<file path="config.mk">
export PLATFORM = sky130hd
export DESIGN_NAME = ps2_host_tx_flat
export DESIGN_NICKNAME = d
export VERILOG_FILES = /design/src/rtl/ps2_pkg.sv /design/src/rtl/ps2_host_tx_if.sv /design/src/rtl/ps2_line_filter.sv /design/src/rtl/ps2_host_tx.sv /design/src/flat_wrapper.sv
export SDC_FILE = /design/constraint.sdc
export NUM_CORES = 1
export LEC_CHECK = 0
export CAP_MARGIN = 25
export CORE_MARGIN = 5
export CORE_UTILIZATION = 50
export CTS_CLUSTER_DIAMETER = 150
export DETAILED_ROUTE_END_ITERATION = 10
export PLACE_DENSITY = 0.81
export RECOVER_POWER = 100
export SYNTH_ARGS = -nofsm -noshare
export SYNTH_HDL_FRONTEND = slang
export SYNTH_HIERARCHICAL = 1
export SYNTH_SLANG_ARGS = --single-unit
</file>
<file path="constraint.sdc">
create_clock -name clk -period 2.2 [get_ports clk]
set_input_delay 0.33 -clock clk [delete_from_list [all_inputs] [get_ports clk]]
set_output_delay 0.33 -clock clk [all_outputs]
set_load 0.1 [all_outputs]
</file>
<file path="src/rtl/ps2_pkg.sv">
// ps2_pkg: shared types and constants for the PS/2 host transmitter.
//   ps2_tx_state_t - transmitter FSM states
//   *_FALL         - device clock fall numbers within a host-to-device frame
//   CMD_*          - common keyboard command bytes
//   odd_parity()   - parity bit that makes the 9-bit data+parity word odd
package ps2_pkg;

   typedef enum logic [2:0] {
      IDLE,
      INHIBIT,
      START,
      BITS,
      WAIT_IDLE
   } ps2_tx_state_t;

   localparam logic [3:0] N_FRAME_FALLS = 4'd11;
   localparam logic [3:0] PARITY_FALL   = 4'd9;
   localparam logic [3:0] STOP_FALL     = 4'd10;
   localparam logic [3:0] ACK_FALL      = 4'd11;

   localparam logic [7:0] CMD_SET_LEDS  = 8'hED;
   localparam logic [7:0] CMD_RESET     = 8'hFF;

   function automatic logic odd_parity(input logic [7:0] d);
      return ~^d;
   endfunction

endpackage

</file>
<file path="src/rtl/ps2_host_tx_if.sv">
// ps2_host_tx_if: command handshake between the top level and ps2_host_tx.
//   tx_valid/tx_data - command request (master drives)
//   tx_ready         - transmitter idle; transfer on tx_valid && tx_ready
//   tx_done/tx_error - one-cycle completion pulses
//   busy             - transmit in progress
interface ps2_host_tx_if;
   logic       tx_valid;
   logic [7:0] tx_data;
   logic       tx_ready;
   logic       tx_done;
   logic       tx_error;
   logic       busy;

   modport master (
      output tx_valid, tx_data,
      input  tx_ready, tx_done, tx_error, busy
   );

   modport slave (
      input  tx_valid, tx_data,
      output tx_ready, tx_done, tx_error, busy
   );
endinterface

</file>
<file path="src/rtl/ps2_line_filter.sv">
// ps2_line_filter: conditions one raw PS/2 line.
//   clk, rst - system clock, async active-high reset
//   pin      - raw asynchronous pin level
//   level    - synchronized, glitch-filtered level (resets to 1)
//   fall     - one-cycle pulse when level goes 1 -> 0
// The level changes only after FILTER_LEN consecutive synchronized samples
// disagree with it; pin-to-fall latency is 2 + FILTER_LEN cycles.
module ps2_line_filter #(
   parameter int unsigned FILTER_LEN = 4
) (
   input  logic clk,
   input  logic rst,
   input  logic pin,
   output logic level,
   output logic fall
);

   localparam int unsigned CW = $clog2(FILTER_LEN + 1);
   localparam logic [CW-1:0] RUN_LAST = CW'(FILTER_LEN - 1);

   logic          sync1;
   logic          sync2;
   logic [CW-1:0] run_cnt;

   always_ff @(posedge clk or posedge rst) begin
      if (rst) begin
         sync1   <= 1'b1;
         sync2   <= 1'b1;
         run_cnt <= '0;
         level   <= 1'b1;
         fall    <= 1'b0;
      end else begin
         sync1 <= pin;
         sync2 <= sync1;
         fall  <= 1'b0;
         if (sync2 == level) begin
            run_cnt <= '0;
         end else if (run_cnt == RUN_LAST) begin
            // FILTER_LEN-th disagreeing sample: commit the new level
            level   <= sync2;
            fall    <= level;
            run_cnt <= '0;
         end else begin
            run_cnt <= run_cnt + 1'b1;
         end
      end
   end

endmodule

</file>
<file path="src/rtl/ps2_host_tx.sv">
// ps2_host_tx: PS/2 host-to-device command transmitter.
//   clk, rst     - system clock, async active-high reset
//   tx           - command handshake (slave side): tx_valid, tx_data,
//                  tx_ready, tx_done, tx_error, busy
//   ps2_clk_in   - raw PS/2 clock pin
//   ps2_data_in  - raw PS/2 data pin
//   ps2_clk_oe   - 1 pulls PS/2 clock low
//   ps2_data_oe  - 1 pulls PS/2 data low
// Frame: inhibit clock, assert start bit, then drive data/parity/stop on
// device clock falls 1..10 and sample the device ACK on fall 11.
module ps2_host_tx
   import ps2_pkg::*;
#(
   parameter int unsigned INHIBIT_CYCLES = 2600,
   parameter int unsigned TIMEOUT_CYCLES = 500000,
   parameter int unsigned FILTER_LEN     = 4
) (
   input  logic          clk,
   input  logic          rst,
   ps2_host_tx_if.slave  tx,
   input  logic          ps2_clk_in,
   input  logic          ps2_data_in,
   output logic          ps2_clk_oe,
   output logic          ps2_data_oe
);

   localparam int unsigned IW = $clog2(INHIBIT_CYCLES + 1);
   localparam int unsigned WW = $clog2(TIMEOUT_CYCLES + 1);
   localparam logic [IW-1:0] INH_LAST = IW'(INHIBIT_CYCLES - 1);
   localparam logic [WW-1:0] WD_MAX   = WW'(TIMEOUT_CYCLES);

   logic clk_lvl, clk_fall;
   logic data_lvl, data_fall_unused;

   ps2_line_filter #(.FILTER_LEN(FILTER_LEN)) u_clk_filter (
      .clk   (clk),
      .rst   (rst),
      .pin   (ps2_clk_in),
      .level (clk_lvl),
      .fall  (clk_fall)
   );

   ps2_line_filter #(.FILTER_LEN(FILTER_LEN)) u_data_filter (
      .clk   (clk),
      .rst   (rst),
      .pin   (ps2_data_in),
      .level (data_lvl),
      .fall  (data_fall_unused)
   );

   ps2_tx_state_t state_q, state_d;
   logic [7:0]    shifter_q, shifter_d;
   logic          parity_q, parity_d;
   logic [IW-1:0] inh_q, inh_d;
   logic [WW-1:0] wd_q, wd_d;
   logic [3:0]    n_q, n_d;
   logic          data_oe_q, data_oe_d;
   logic          nack_q, nack_d;

   logic done, err, inh_last, release_now;

   always_ff @(posedge clk or posedge rst) begin
      if (rst) begin
         state_q   <= IDLE;
         shifter_q <= '0;
         parity_q  <= 1'b0;
         inh_q     <= '0;
         wd_q      <= '0;
         n_q       <= '0;
         data_oe_q <= 1'b0;
         nack_q    <= 1'b0;
      end else begin
         state_q   <= state_d;
         shifter_q <= shifter_d;
         parity_q  <= parity_d;
         inh_q     <= inh_d;
         wd_q      <= wd_d;
         n_q       <= n_d;
         data_oe_q <= data_oe_d;
         nack_q    <= nack_d;
      end
   end

   always_comb begin
      state_d     = state_q;
      shifter_d   = shifter_q;
      parity_d    = parity_q;
      inh_d       = inh_q;
      wd_d        = wd_q;
      n_d         = n_q;
      data_oe_d   = data_oe_q;
      nack_d      = nack_q;
      done        = 1'b0;
      err         = 1'b0;
      inh_last    = 1'b0;
      release_now = 1'b0;

      unique case (state_q)
         IDLE: begin
            data_oe_d = 1'b0;
            if (tx.tx_valid) begin
               shifter_d = tx.tx_data;
               parity_d  = odd_parity(tx.tx_data);
               inh_d     = '0;
               state_d   = INHIBIT;
            end
         end

         INHIBIT: begin
            if (inh_q == INH_LAST) begin
               // start bit goes out on the last inhibit cycle
               inh_last  = 1'b1;
               data_oe_d = 1'b1;
               wd_d      = '0;
               n_d       = '0;
               state_d   = START;
            end else begin
               inh_d = inh_q + 1'b1;
            end
         end

         START, BITS: begin
            // n_q counts falls already seen; the cycle after fall 11 resolves ACK
            if (state_q == BITS && n_q == N_FRAME_FALLS) begin
               if (nack_q) begin
                  err       = 1'b1;
                  data_oe_d = 1'b0;
                  state_d   = IDLE;
               end else begin
                  wd_d    = wd_q + 1'b1;
                  state_d = WAIT_IDLE;
               end
            end else if (clk_fall) begin
               wd_d    = '0;
               n_d     = n_q + 1'b1;
               state_d = BITS;
               if (n_q < PARITY_FALL - 4'd1) begin
                  data_oe_d = ~shifter_q[0];
                  shifter_d = shifter_q >> 1;
               end else if (n_q == PARITY_FALL - 4'd1) begin
                  data_oe_d = ~parity_q;
               end else if (n_q == STOP_FALL - 4'd1) begin
                  data_oe_d = 1'b0;
               end else begin
                  nack_d = data_lvl;
               end
            end else if (wd_q == WD_MAX) begin
               err         = 1'b1;
               release_now = 1'b1;
               data_oe_d   = 1'b0;
               state_d     = IDLE;
            end else begin
               wd_d = wd_q + 1'b1;
            end
         end

         WAIT_IDLE: begin
            if (clk_lvl && data_lvl) begin
               done    = 1'b1;
               state_d = IDLE;
            end else if (wd_q == WD_MAX) begin
               err         = 1'b1;
               release_now = 1'b1;
               data_oe_d   = 1'b0;
               state_d     = IDLE;
            end else begin
               wd_d = wd_q + 1'b1;
            end
         end

         default: begin
            data_oe_d = 1'b0;
            state_d   = IDLE;
         end
      endcase
   end

   assign tx.tx_ready = (state_q == IDLE);
   assign tx.busy     = (state_q != IDLE);
   assign tx.tx_done  = done;
   assign tx.tx_error = err;
   assign ps2_clk_oe  = (state_q == INHIBIT);
   assign ps2_data_oe = (data_oe_q & ~release_now) | inh_last;

endmodule
</file>
<file path="src/flat_wrapper.sv">
// flat-port wrapper written by rule: the top's interface ports become plain ports
module ps2_host_tx_flat import ps2_pkg::*;
#(
   parameter int unsigned INHIBIT_CYCLES = 2600,
   parameter int unsigned TIMEOUT_CYCLES = 500000,
   parameter int unsigned FILTER_LEN     = 4
)
  (clk, rst, ps2_clk_in, ps2_data_in, ps2_clk_oe, ps2_data_oe, tx_tx_valid, tx_tx_data, tx_tx_ready, tx_tx_done, tx_tx_error, tx_busy);
  ps2_host_tx_if tx_i ();
  input  logic clk;
  input  logic rst;
  input  logic ps2_clk_in;
  input  logic ps2_data_in;
  output logic ps2_clk_oe;
  output logic ps2_data_oe;
  input wire logic [$bits(tx_i.tx_valid)-1:0] tx_tx_valid;
  input wire logic [$bits(tx_i.tx_data)-1:0] tx_tx_data;
  output wire logic [$bits(tx_i.tx_ready)-1:0] tx_tx_ready;
  output wire logic [$bits(tx_i.tx_done)-1:0] tx_tx_done;
  output wire logic [$bits(tx_i.tx_error)-1:0] tx_tx_error;
  output wire logic [$bits(tx_i.busy)-1:0] tx_busy;
  assign tx_i.tx_valid = tx_tx_valid;
  assign tx_i.tx_data = tx_tx_data;
  assign tx_tx_ready = tx_i.tx_ready;
  assign tx_tx_done = tx_i.tx_done;
  assign tx_tx_error = tx_i.tx_error;
  assign tx_busy = tx_i.busy;
  ps2_host_tx #(.INHIBIT_CYCLES(INHIBIT_CYCLES), .TIMEOUT_CYCLES(TIMEOUT_CYCLES), .FILTER_LEN(FILTER_LEN)) u_core (.clk(clk), .rst(rst), .tx(tx_i), .ps2_clk_in(ps2_clk_in), .ps2_data_in(ps2_data_in), .ps2_clk_oe(ps2_clk_oe), .ps2_data_oe(ps2_data_oe));
endmodule
</file>
==> results of run 1 <==
## worst max path at each step
stage,startpoint,end,cells after the start
floorplan,u_core/state_q[0],u_core/wd_q[2],7
global placement,u_core/inh_q[4],u_core/wd_q[2],5
detailed placement,u_core/inh_q[4],u_core/wd_q[8],7
CTS,u_core/inh_q[7],u_core/wd_q[2],5
global route,u_core/inh_q[7],u_core/wd_q[2],5
finish,u_core/inh_q[7],u_core/wd_q[4],5
## per-stage QoR
step	area [um^2]	hold slack [ns]
floorplan	3490	0.119
detailed placement	4120	0.348
CTS	4540	0.253
global route	4740	0.365
finish	4740	0.359
global placement	4120	0.349
## routing by layer
metal	global-route usage (%)	part of all wire [%]
met4	9.40	3.5
met3	4.96	7.6
met5	0	0
met2	36.1	51
met1	27.8	38
## timing repair
action                                  CTS  global route
gates resized for setup                  29            40
endpoints found under the setup margin   14            35
setup buffers                             6             9
gates cloned                              0             1
pin swaps                                 6            22
## critical path, cell delays in order (launching register included)
cell	delay (ns)
dfrtp_1	0.39
or4b_4	0.58
o31a_1	0.34
or3_4	0.37
or4_4	0.54
o211ai_2	0.07
## report_power, final
part / total (uW) / leakage (uW) / switching, uW / internal, uW
clock: 1240 / 0.000120 / 480 / 758
sequential: 1240 / 0.000775 / 39.5 / 1200
combinational: 222 / 0.00113 / 121 / 100
## registers in the layout, indices dropped and copies added, names as in the netlist
name / flops
u_core/wd_q: 19
u_core/shifter_q: 8
u_core/u_clk_filter/run_cnt: 3
u_core/data_oe_q: 1
u_core/u_clk_filter/sync1: 1
u_core/nack_q: 1
u_core/u_data_filter/sync1: 1
u_core/u_data_filter/level: 1
u_core/u_data_filter/run_cnt: 3
u_core/u_clk_filter/fall: 1
u_core/u_data_filter/sync2: 1
u_core/parity_q: 1
u_core/n_q: 4
u_core/state_q: 3
u_core/u_clk_filter/sync2: 1
u_core/inh_q: 12
u_core/u_clk_filter/level: 1
## layout make-up
| type | instances | area share (%) |
|---|---|---|
| clock inverters | 7 | 2.53 |
| flip-flops and latches | 62 | 32.9 |
| multi-input cells | 274 | 43.3 |
| clock buffers | 9 | 2.61 |
| inverters | 12 | 1.03 |
| repair buffers | 85 | 15.5 |
| well taps | 80 | 2.11 |
## cells in the final DEF, fill, tap and decap left out, drive strengths merged, types with 12 or more instances in the layout
cell type and instances:
buf 66, dfrtp 56, nor2 41, nand2 40, xnor2 19, nand3 17
clkbuf 16, o21ai 13, inv 12
==> reports/qor.yml, run 1 <==
clocking:
  cts_sinks: 62
  cts_root_buffer: "clkbuf_8"
  clk_latency_ns: 0.35
  cts_buffers: 9
  clk_pin_slew_ns: 0.08
  cts_tree: "done"
  htreeDepth: 3
  cts.path.max_buffers: 2
  ctsHoldBuffers: 0
pwr:
  p_total_uw: 2700
  ir_drop_v: 0.000594
  leakage_uw: 0.00202
  p_per_area_mw_per_mm2: 570
worst_hold_path:
  holdPathEnd: "u_core/u_data_filter/sync2"
  min-delay-start: "u_core/u_data_filter/sync1"
  hold_class: "flop to flop"
  min_delay_path_depth: 0
placement:
  port_buffers: 18
  dp_hpwl_um: 6000
  dpl_worst_slack_ns: -0.0480
  place_inst: 497
  place.gp.congestion: 0.878
route:
  drc: 0
  vias: 3327
  antenna_left: 0
  routed_wl_um: 10400
  post_drt_wl_per_cell_um: 19.6
  dr.pass1.iters: 5
  drt_iter0_markers: 378
  vias_per_cell: 6.29
yosys:
  yosys_warnings: 6
  syn-instance-count: 363
  netlist_area_mm2: 0.00344
  synth_nets: 384
  syn_avg_cell_area_um2: 9.48
floorplan:
  die_x_um: 92.9
  die-area_mm2: 0.00864
  placementRows: 30
  initial_core_util_pct: 50.9
  ioPinCount: 19
  coreArea_mm2: 0.00676
  die_h_um: 92.9
global_route:
  grt_pass1_wl_um: 15000
  antenna_found_initial: 0
  grt_pass1_vias: 3129
  grt_max_degree: 50
  overflow: 0
  grt_use_total_pct: 22.0
finish:
  num_antenna_cells: 0
  drive_gt1_share_pct: 31.4
  area_growth_pct: 37.8
  regArea_mm2: 0.00156
  num-fill-cells: 438
  multi_input_area_mm2: 0.00205
  nets: 465
  final_cells: 529
  finish.utilization_pct: 70.2
timing:
  max_freq_mhz: 422
  period_needed_ns: 2.37
  setup_viol: 22
  clock_skew_ns: 0.0117
  hold_viol_final: 0
  rsz0062_at_grt: "yes"
  fin_crit_sh_pct: 108
  finalMaxSlewViolations: 0
  worstMarginPinSlew_ns: 1.25
  finalSetupTns_ns: -1.66
  max_slew_margin_pct: 16.8
  setup_slack_ns: -0.170
critical_path:
  crit_arrival_ns: 2.64
  cp_max_fo: 4
  rr_endpoint: "u_core/wd_q[4]"
  required_ns: 2.47
  startpoint_type: "flop"
  reg2reg_slack_ns: -0.17
  crit_type: "flop to flop"
  end_kind: "flop"
  worstReg2RegStart: "u_core/inh_q[7]"
  reg2regPathDepth: 5
job:
  maxCapViolCount: 0
run_status:
  violations: "setup timing"
  status: "finished with violations"
No activity file was read; power rests on OpenSTA's default activity.
==> run 2: changes to the inputs <==
Settings changed: ABC_AREA from default to 1, CELL_PAD_IN_SITES_DETAIL_PLACEMENT from default to 0, CELL_PAD_IN_SITES_GLOBAL_PLACEMENT from default to 1, CORE_MARGIN 5 to default, CORE_UTILIZATION 50 to 40, PLACE_DENSITY 0.81 to 0.86.
==> run 2 against run 1 <==
The run still ends with setup timing left. Critical path depth is 13 higher. Clock power is 8% lower. Sequential power hardly changed. Sequential share of layout area is 0.40 points lower. Synthesized cell count is 51% higher. Clock-buffer cell count is 1 higher. Worst setup slack better by 0.15 ns.
==> reports/qor.yml, run 2 <==
timing:
  finalMaxSlewViolations: 0  # unchanged
  worstMarginPinSlew_ns: 1.31  # +0.0631 ns
  finalSetupTns_ns: -0.0267  # +1.63 ns
  setup_slack_ns: -0.0206  # +0.149 ns
  rsz0062_at_grt: "yes"
  hold_viol_final: 0  # unchanged
  whs_ns: 0.357  # -0.00211 ns
  max_slew_margin_pct: 12.6  # -4.2 points
  max_freq_mhz: 450  # +6.7%
  fin_crit_sh_pct: 101  # -6.8 points
  setup_viol: 2  # -91%
  clock_skew_ns: 0.0147  # +0.00305 ns
  period_needed_ns: 2.22  # -0.149 ns
global_route:
  grt_use_total_pct: 20.5  # -1.5 points
  grt_pass1_vias: 3538  # +13%
  grt_max_degree: 50  # unchanged
  antenna_found_initial: 0  # unchanged
  grt_pass1_wl_um: 16500  # +10%
  overflow: 0  # unchanged
clocking:
  cts.path.max_buffers: 2  # unchanged
  cts_buffers: 9  # unchanged
  clk_pin_slew_ns: 0.07  # about the same
  ctsHoldBuffers: 0  # unchanged
  cts_sinks: 62  # unchanged
  cts_tree: "done"
  htreeDepth: 3  # unchanged
  clk_latency_ns: 0.35  # about the same
  cts_root_buffer: "clkbuf_8"
placement:
  place.gp.congestion: 0.847  # -3.5%
  dp_hpwl_um: 6550  # +9.1%
  port_buffers: 18  # unchanged
pwr:
  clockPowerShare_pct: 43.5  # -2.3 points
  p_per_area_mw_per_mm2: 545  # -4.4%
  pwr-share-seq_pct: 47.8  # +1.8 points
  pwr-share-comb_pct: 8.7  # +0.5 points
  p_sw_uw: 656  # +2.4%
  ir_drop_v: 0.000360  # -39%
  p_sw_share_pct: 25.1  # +1.4 points
  p_int_uw: 1960  # -5.2%
  leakage_uw: 0.00221  # +9.1%
finish:
  regArea_mm2: 0.00156  # -0.16%
  num-fill-cells: 946  # +120%
  mostFrequentLayoutCell: "nand2_1"
  multi_input_area_mm2: 0.00208  # +1.2%
  largest_reg_flops: 19  # unchanged
  layout_common_cells: "nand2_1, inv_1, dfrtp_1"
  top_register: "u_core/wd_q"
  area_growth_pct: 21.6
  nets: 624  # +34%
  top_regs: "u_core/wd_q: 19 flops, u_core/inh_q: 12 flops, u_core/shifter_q: 8 flops"
  drive_gt1_share_pct: 17.6  # -14 points
  num_antenna_cells: 0  # unchanged
floorplan:
  ioPinCount: 19  # unchanged
  coreArea_mm2: 0.00937  # +39%
  placementRows: 35  # +17%
  initial_core_util_pct: 42.0  # -8.9 points
  die_h_um: 101  # +8.9%
  die_x_um: 101  # +8.9%
  die-area_mm2: 0.0102  # +19%
route:
  vias: 3712  # +12%
  vias_per_cell: 5.04  # -20%
  antenna_left: 0  # unchanged
  drc: 0  # unchanged
  post_drt_wl_per_cell_um: 12.9  # -34%
  routed_wl_um: 9480  # -8.7%
  drt_iter0_markers: 179  # -53%
  dr.pass1.iters: 5  # unchanged
critical_path:
  critPathLaunch: "u_core/wd_q[0]"
  cpPeakStageDelay_ns: 0.39  # -0.19 ns
  path_depth: 18  # +13
  reg2reg_slack_ns: -0.02  # +0.15 ns
  worstReg2RegStart: "u_core/wd_q[0]"
  path_delay_family: "buffers and inverters"
  worst-path-buf-inv: 8  # +8
  cp_max_fo: 2  # -2
  crit_slowest_cell: "dfrtp_1"
  rr_endpoint: "u_core/data_oe_q"
  worst_path_most_repeated_cell: "buf_4"
  startpoint_type: "flop"
  crit_chain: "inv_2, ha_4, nand2_2, nand3b_1, nor2_2, nand2_2, buf_6, buf_4, buf_4, buf_4, buf_4, buf_4, nand3_1, nand2_1, inv_1, nand2_1, nand2_1, nand2_1"
  crit_arrival_ns: 2.46  # -0.18 ns
  reg2regPathDepth: 18  # +13
  crit_type: "flop to flop"
  endpoint: "u_core/data_oe_q"
  end_kind: "flop"
  required_ns: 2.44  # -0.03 ns
run_status:
  violations: "setup timing"
  status: "finished with violations"
yosys:
  syn_avg_cell_area_um2: 7.19  # -24%
  synth_nets: 569  # +48%
  netlist_area_mm2: 0.00394  # +15%
  yosys_warnings: 6  # unchanged
  syn-instance-count: 548  # +51%
job:
  maxCapViolCount: 0  # unchanged
worst_hold_path:
  hold_class: "flop to flop"
run 2: cell type report:
| cell class | count | area share [%] |
|---|---|---|
| multi-input cells | 401 | 43.4 |
| repair buffers | 51 | 9.85 |
| well taps | 129 | 3.37 |
| inverters | 78 | 6.24 |
| flip-flops and latches | 62 | 32.5 |
| clock inverters | 6 | 1.98 |
| clock buffers | 10 | 2.66 |
run 2: worst min path at each step:
stage                     cells after the start                         endpoint                       start
final                                         0       u_core/u_data_filter/sync2  u_core/u_data_filter/sync1
after global routing                          0        u_core/u_clk_filter/sync2   u_core/u_clk_filter/sync1
after CTS                                     2  u_core/u_data_filter/run_cnt[0]                         rst
after detailed placement                      0       u_core/u_data_filter/sync2  u_core/u_data_filter/sync1
after global placement                        0        u_core/u_clk_filter/sync2   u_core/u_clk_filter/sync1
after floorplan                               1  u_core/u_data_filter/run_cnt[0]                         rst
run 2: repair_timing:
item | in CTS | in global routing
gates cloned | 0 | 0
setup buffers | 20 | 4
endpoints found under the setup margin | 2 | 3
pin swaps | 3 | 3
endpoints found under the hold margin | 0 | 0
resized for setup | 8 | 10
run 2: metal layers:
layer	up-vias	track usage, %	routed length (um)
met3	13	4.76	445
met1	1751	26.4	4410
met2	87	34.6	4510
li1	1861	-	-
met5	-	0	0
met4	0	5.24	111
run 2: power groups by stage:
stage          combinational, uW  clock (uW)  sequential (uW)
2_1_floorplan                173           0             1260
5_1_grt                      272        1230             1260
6_report                     227        1140             1250
4_1_cts                      241        1180             1250
3_3_place_gp                 227           0             1270
3_5_place_dp                 240           0             1270
run 2: metrics by stage:
step	total power (uW)	cells	cell area (um^2)	util, %	setup WS [ns]
floorplan	1430	548	3960	-	0.110
global placement	1500	697	4360	46.6	0.232
detailed placement	1510	697	4360	46.6	0.188
CTS	2670	733	4750	50.7	-0.0138
global route	2760	737	4790	51.1	-0.135
finish	2610	737	4790	51.1	-0.0206
==> run 3: changes to the inputs <==
--- a/config.mk
+++ b/config.mk
@@ -16,2 +16,3 @@
 export RECOVER_POWER = 100
+export SLEW_MARGIN = 15
 export SYNTH_ARGS = -nofsm -noshare
--- a/constraint.sdc
+++ b/constraint.sdc
@@ -3,2 +3,2 @@
 set_output_delay 0.33 -clock clk [all_outputs]
-set_load 0.1 [all_outputs]
+set_load 0.05 [all_outputs]
==> run 3 against run 2 <==
The flow still finishes with violations (setup timing). Sequential power hardly changed. Global-route usage is 0.13 points lower. Via count is 1.5% lower. Design area is 3.2% lower. Critical path depth is 7 lower. Combinational power hardly changed. Maximum frequency is 0.64% higher. Clock power is 4% higher. Wire length is 1.5% lower. Utilization is 1.6 points lower. Sequential share of layout area is 1.1 points higher. Clock skew is 0.0032 ns lower. Critical path type is now flop to output port.
==> reports/qor.yml, run 3 (synthesis gave the netlist of run 2 again) <==
timing:
  whs_ns: 0.358  # +0.000597 ns
  rsz0062_at_grt: "yes"
  max_slew_margin_pct: 50.0  # +37 points
  setup_slack_ns: -0.00651  # +0.0141 ns
  hold_viol_final: 0  # unchanged
  finalMaxSlewViolations: 0  # unchanged
  clock_skew_ns: 0.0115  # -0.00323 ns
  fin_crit_sh_pct: 100  # -0.64 points
  worstMarginPinSlew_ns: 0.750  # -0.560 ns
  setup_viol: 1  # -1
  period_needed_ns: 2.21  # -0.0141 ns
  max_freq_mhz: 453  # +0.64%
route:
  routed_wl_um: 9340  # -1.5%
  drt_iter0_markers: 180  # +0.56%
  antenna_left: 0  # unchanged
  post_drt_wl_per_cell_um: 12.9  # +0.43%
  vias_per_cell: 5.06  # +0.45%
  drc: 0  # unchanged
  vias: 3658  # -1.5%
  dr.pass1.iters: 5  # unchanged
global_route:
  grt_pass1_vias: 3541  # +0.085%
  grt_pass1_wl_um: 16300  # -0.88%
  grt_use_total_pct: 20.3  # -0.13 points
  grt_max_degree: 21  # -58%
  overflow: 0  # unchanged
  antenna_found_initial: 0  # unchanged
floorplan:
  ioPinCount: 19  # unchanged
  die-area_mm2: 0.0102  # unchanged
  die_h_um: 101  # unchanged
  coreArea_mm2: 0.00937  # unchanged
  initial_core_util_pct: 42.0  # unchanged
  placementRows: 35  # unchanged
  die_x_um: 101  # unchanged
clocking:
  clk_latency_ns: 0.35  # about the same
  cts.path.max_buffers: 2  # unchanged
  cts_buffers: 9  # unchanged
  cts_tree: "done"
  cts_root_buffer: "clkbuf_8"
  cts_sinks: 62  # unchanged
  clk_pin_slew_ns: 0.08  # about the same
  ctsHoldBuffers: 0  # unchanged
  htreeDepth: 3  # unchanged
finish:
  layout_common_cells: "nand2_1, inv_1, nor2_1, dfrtp_1, nand3_1"
  largest_reg_flops: 19  # unchanged
  multi_input_area_mm2: 0.00207  # -0.36%
  num_antenna_cells: 0  # unchanged
  nets: 610  # -2.2%
  area_growth_pct: 17.8
  top_regs: "u_core/wd_q: 19 flops, u_core/inh_q: 12 flops, u_core/shifter_q: 8 flops"
  top_register: "u_core/wd_q"
  drive_gt1_share_pct: 15.3  # -2.3 points
  mostFrequentLayoutCell: "nand2_1"
  regArea_mm2: 0.00156  # about the same
  num-fill-cells: 970  # +2.5%
worst_hold_path:
  min-delay-start: "u_core/u_data_filter/sync1"
  hold_class: "flop to flop"
critical_path:
  startpoint_type: "flop"
  cp_max_fo: 2  # unchanged
  crit_arrival_ns: 1.88  # -0.58 ns
  end_kind: "output port"
  crit_type: "flop to output port"
  worstReg2RegStart: "u_core/n_q[1]"
  critPathLaunch: "u_core/wd_q[1]"
  required_ns: 1.87  # -0.57 ns
run_status:
  status: "finished with violations"
  violations: "setup timing"
pwr:
  leakage_uw: 0.00212  # -4.2%
  clockPowerShare_pct: 44.5  # +1.0 points
  p_per_area_mw_per_mm2: 573  # +5.2%
  ir_drop_v: 0.000412  # +14%
  pwr-share-comb_pct: 8.5  # -0.2 points
  p_sw_share_pct: 26.3  # +1.2 points
  pwr-share-seq_pct: 47.0  # -0.8 points
  p_sw_uw: 701  # +6.7%
  p_int_uw: 1960  # +0.21%
placement:
  place.gp.congestion: 0.934  # +10%
  dp_hpwl_um: 6690  # +2.2%
  port_buffers: 18  # unchanged
  dpl_worst_slack_ns: 0.179  # -0.00879 ns
job:
  maxCapViolCount: 0  # unchanged
-- run 3: final timing paths --
path                                                         to  slack (ns)  cells past startpoint
worst max-delay path                                ps2_data_oe      -0.007                     11
worst min-delay path                 u_core/u_data_filter/sync2        0.36                      0
worst max register to register                   u_core/wd_q[0]        0.29                     10
worst min register to register       u_core/u_data_filter/sync2        0.36                      0
max in group asynchronous                       u_core/inh_q[0]        0.49                      3
min in group asynchronous       u_core/u_data_filter/run_cnt[1]        0.38                      2
-- run 3: timing repair --
item	in CTS	in global routing
pin swaps	2	5
setup buffers	6	6
endpoints found under the hold margin	0	0
setup endpoints to repair	3	2
resized for setup	10	12
-- run 3: cell type report --
| cell class | instances | share of cell area [%] |
|---|---|---|
| timing repair buffer | 37 | 6.96 |
| clock inverter | 7 | 2.27 |
| clock buffer | 9 | 2.67 |
| sequential | 62 | 33.6 |
| tap | 129 | 3.48 |
| multi-input combinational | 401 | 44.6 |
| inverter | 78 | 6.37 |
-- run 3: per-stage QoR --
stage          instance area [um^2]  utilization [%]  power (uW)  std cells  TNS [ns]
2_1_floorplan                  3940                -        1430        548         0
3_3_place_gp                   4280             45.7        1500        695         0
3_5_place_dp                   4280             45.7        1510        695         0
4_1_cts                        4580             48.8        2710        717   -0.0803
5_1_grt                        4640             49.5        2790        723    -0.139
6_report                       4640             49.5        2660        723  -0.00651
-- run 3: worst max-delay path, stage by stage (launching register included) --
cell and delay (ns):
dfrtp_1 0.40, inv_2 0.09, ha_4 0.13, nand2_2 0.05, nand3b_1 0.17, nor2_2 0.14, nand3_2 0.09, inv_2 0.08
nand2_2 0.06, nand3_2 0.08, nand2_2 0.07, buf_12 0.15
-- run 3: power groups by stage --
stage	Clock [uW]	Combinational (uW)	Sequential (uW)
floorplan	0	171	1260
global placement	0	226	1270
detailed placement	0	237	1280
CTS	1220	239	1250
global route	1260	269	1260
finish	1180	225	1250
-- run 3: layer usage --
metal | share of wire [%] | global-route usage (%)
met5 | 0 | 0
met4 | 2.6 | 8.70
met3 | 4.0 | 4.14
met2 | 47 | 33.8
met1 | 46 | 25.7
==> RTL edit: new RTL, settings of run 3 <==
`TIMEOUT_CYCLES` is set to 500000 in 2 places; all go to 1000000.
--- a/src/rtl/ps2_host_tx.sv
+++ b/src/rtl/ps2_host_tx.sv
@@ -12,7 +12,7 @@
    import ps2_pkg::*;
 #(
    parameter int unsigned INHIBIT_CYCLES = 2600,
-   parameter int unsigned TIMEOUT_CYCLES = 500000,
+   parameter int unsigned TIMEOUT_CYCLES = 1000000,
    parameter int unsigned FILTER_LEN     = 4
 ) (
    input  logic          clk,
--- a/src/flat_wrapper.sv
+++ b/src/flat_wrapper.sv
@@ -2,7 +2,7 @@
 module ps2_host_tx_flat import ps2_pkg::*;
 #(
    parameter int unsigned INHIBIT_CYCLES = 2600,
-   parameter int unsigned TIMEOUT_CYCLES = 500000,
+   parameter int unsigned TIMEOUT_CYCLES = 1000000,
    parameter int unsigned FILTER_LEN     = 4
 )
   (clk, rst, ps2_clk_in, ps2_data_in, ps2_clk_oe, ps2_data_oe, tx_tx_valid, tx_tx_data, tx_tx_ready, tx_tx_done, tx_tx_error, tx_busy);
Behaviour: no difference found for any inputs over 10 cycles, from zero or initial values and one cycle with rst high; that may be too few to reach the edited logic, so the function may still have changed.
==> RTL edit against run 3 <==
- final cell count decreased by 6.6%
- sequential cell count is 1 higher
- area after synthesis down 3.7%
- total power decreased by 1.9%
- worst setup slack improved by 8.8 ps
- fmax up 0.40%
- design area decreased by 2.4%
- sequential share of layout area up 1.3 points
- global-route usage fell by 0.44 points
- wire length down 6.6%
==> RTL edit: results <==
set metrics [dict create \
    rrSetupSlack_ps 280 \
    final_nets 580 \
    antenna_found_initial 0 \
    maxSlewHeadroom_pct 42.7 \
    holdPathEnd "u_core/u_data_filter/sync2" \
    ir_drop_v 0.000455 \
    p_leak_nw 2.16 \
    cts_made_buffers 9 \
    r2r_start "u_core/wd_q[0]" \
    placed_area_sq_mm 0.00422 \
    grtUsageTotal_pct 19.9 \
    min_period_ps 2200 \
    clkTransAtPathRegs_ps 80 \
    crit_arrival_ps 1870 \
    outcome "finished clean" \
    fin_worst_skew_ps 10.4 \
    grt_pass1_wl_mm 15.5 \
    drive_gt1_share_pct 15.1 \
    pre_cts_ws_ps 164 \
    reg_top3 "u_core/wd_q: 20 flops, u_core/inh_q: 12 flops, u_core/shifter_q: 8 flops" \
    htreeDepth 3 \
    clockBufferDepth 2 \
    cts-root-buf "clkbuf_8" \
    r2r-end "u_core/wd_q[10]" \
    clkLatencyLatePin_ps 350 \
    grt_pass1_vias 3418 \
    hold_path_startpoint "u_core/u_data_filter/sync1" \
    grt_max_degree 23 \
    hpwlAfterDp_mm 6.26 \
    crit_fanout 2 \
    syn_nets 538 \
    io_buffer_count 18 \
    startpoint_type "register" \
    hp-class "reg2reg" \
    hold_path_depth 0 \
    drtPass1Iterations 4 \
    place_congestion 0.852 \
    vias_per_cell 5.05 \
    detail_route.iter0.violations 138 \
    reg2reg_depth 13 \
    yosysWarnings 6 \
    diodes 0 \
    avgRoutedWirePerCell_um 12.9 \
]
[RTL edit: what timing repair did]
action	in CTS	in global routing
hold buffers	0	0
gates cloned	0	0
buffers inserted	4	5
pin swaps	3	4
endpoints found under the setup margin	3	2
gates resized for setup	7	8
[RTL edit: worst max-delay path by stage]
stage                              to           start  depth (start not counted)
after global routing      tx_tx_error  u_core/wd_q[1]                         12
after floorplan           tx_tx_error  u_core/wd_q[0]                         10
after global placement    tx_tx_error  u_core/wd_q[0]                         11
final                     tx_tx_error  u_core/wd_q[1]                         12
after detailed placement  tx_tx_error  u_core/wd_q[0]                         11
after CTS                 tx_tx_error  u_core/wd_q[1]                         12
[RTL edit: area by class of cell]
type	count	area [sq um]
Tap cell	111	139
Clock buffer	9	124
Multi-Input combinational cell	359	1870
Fill cell	921	4670
Sequential cell	63	1580
Clock inverter	7	97.6
Timing Repair Buffer	42	399
Inverter	84	315
[RTL edit: worst max-delay path, stage by stage, from the launching register on]
cell and delay [ps]:
dfrtp_1 400, inv_2 80, ha_4 120, inv_2 20, nor2_1 90, nand2_1 70
nor2_2 130, buf_4 140, nand3_2 70, o21ai_2 80, inv_1 70, nand2_2 90
buf_12 140
[RTL edit: power breakdown]
| part | total (W) | internal [W] | leakage [nW] | switching (W) |
|---|---|---|---|---|
| Clock | 0.00113 | 0.000639 | 0.105 | 0.000493 |
| Combinational | 0.000219 | 0.0000921 | 1.23 | 0.000127 |
| Sequential | 0.00126 | 0.00122 | 0.829 | 0.0000354 |
[RTL edit: per-layer routing]
metal  GRT usage [%]  up-vias  part of all wire (%)
li1                -     1744                     -
met1            24.5     1608                    46
met2            34.4       47                    49
met3            3.87       11                   3.3
met4            7.81        0                   1.5
met5               0        -                     0
[RTL edit: stage by stage]
step / cells / hold WS (ps)
finish: 675 / 348
global route: 675 / 352
CTS: 670 / 256
detailed placement: 650 / 348
global placement: 650 / 351
floorplan: 517 / 119
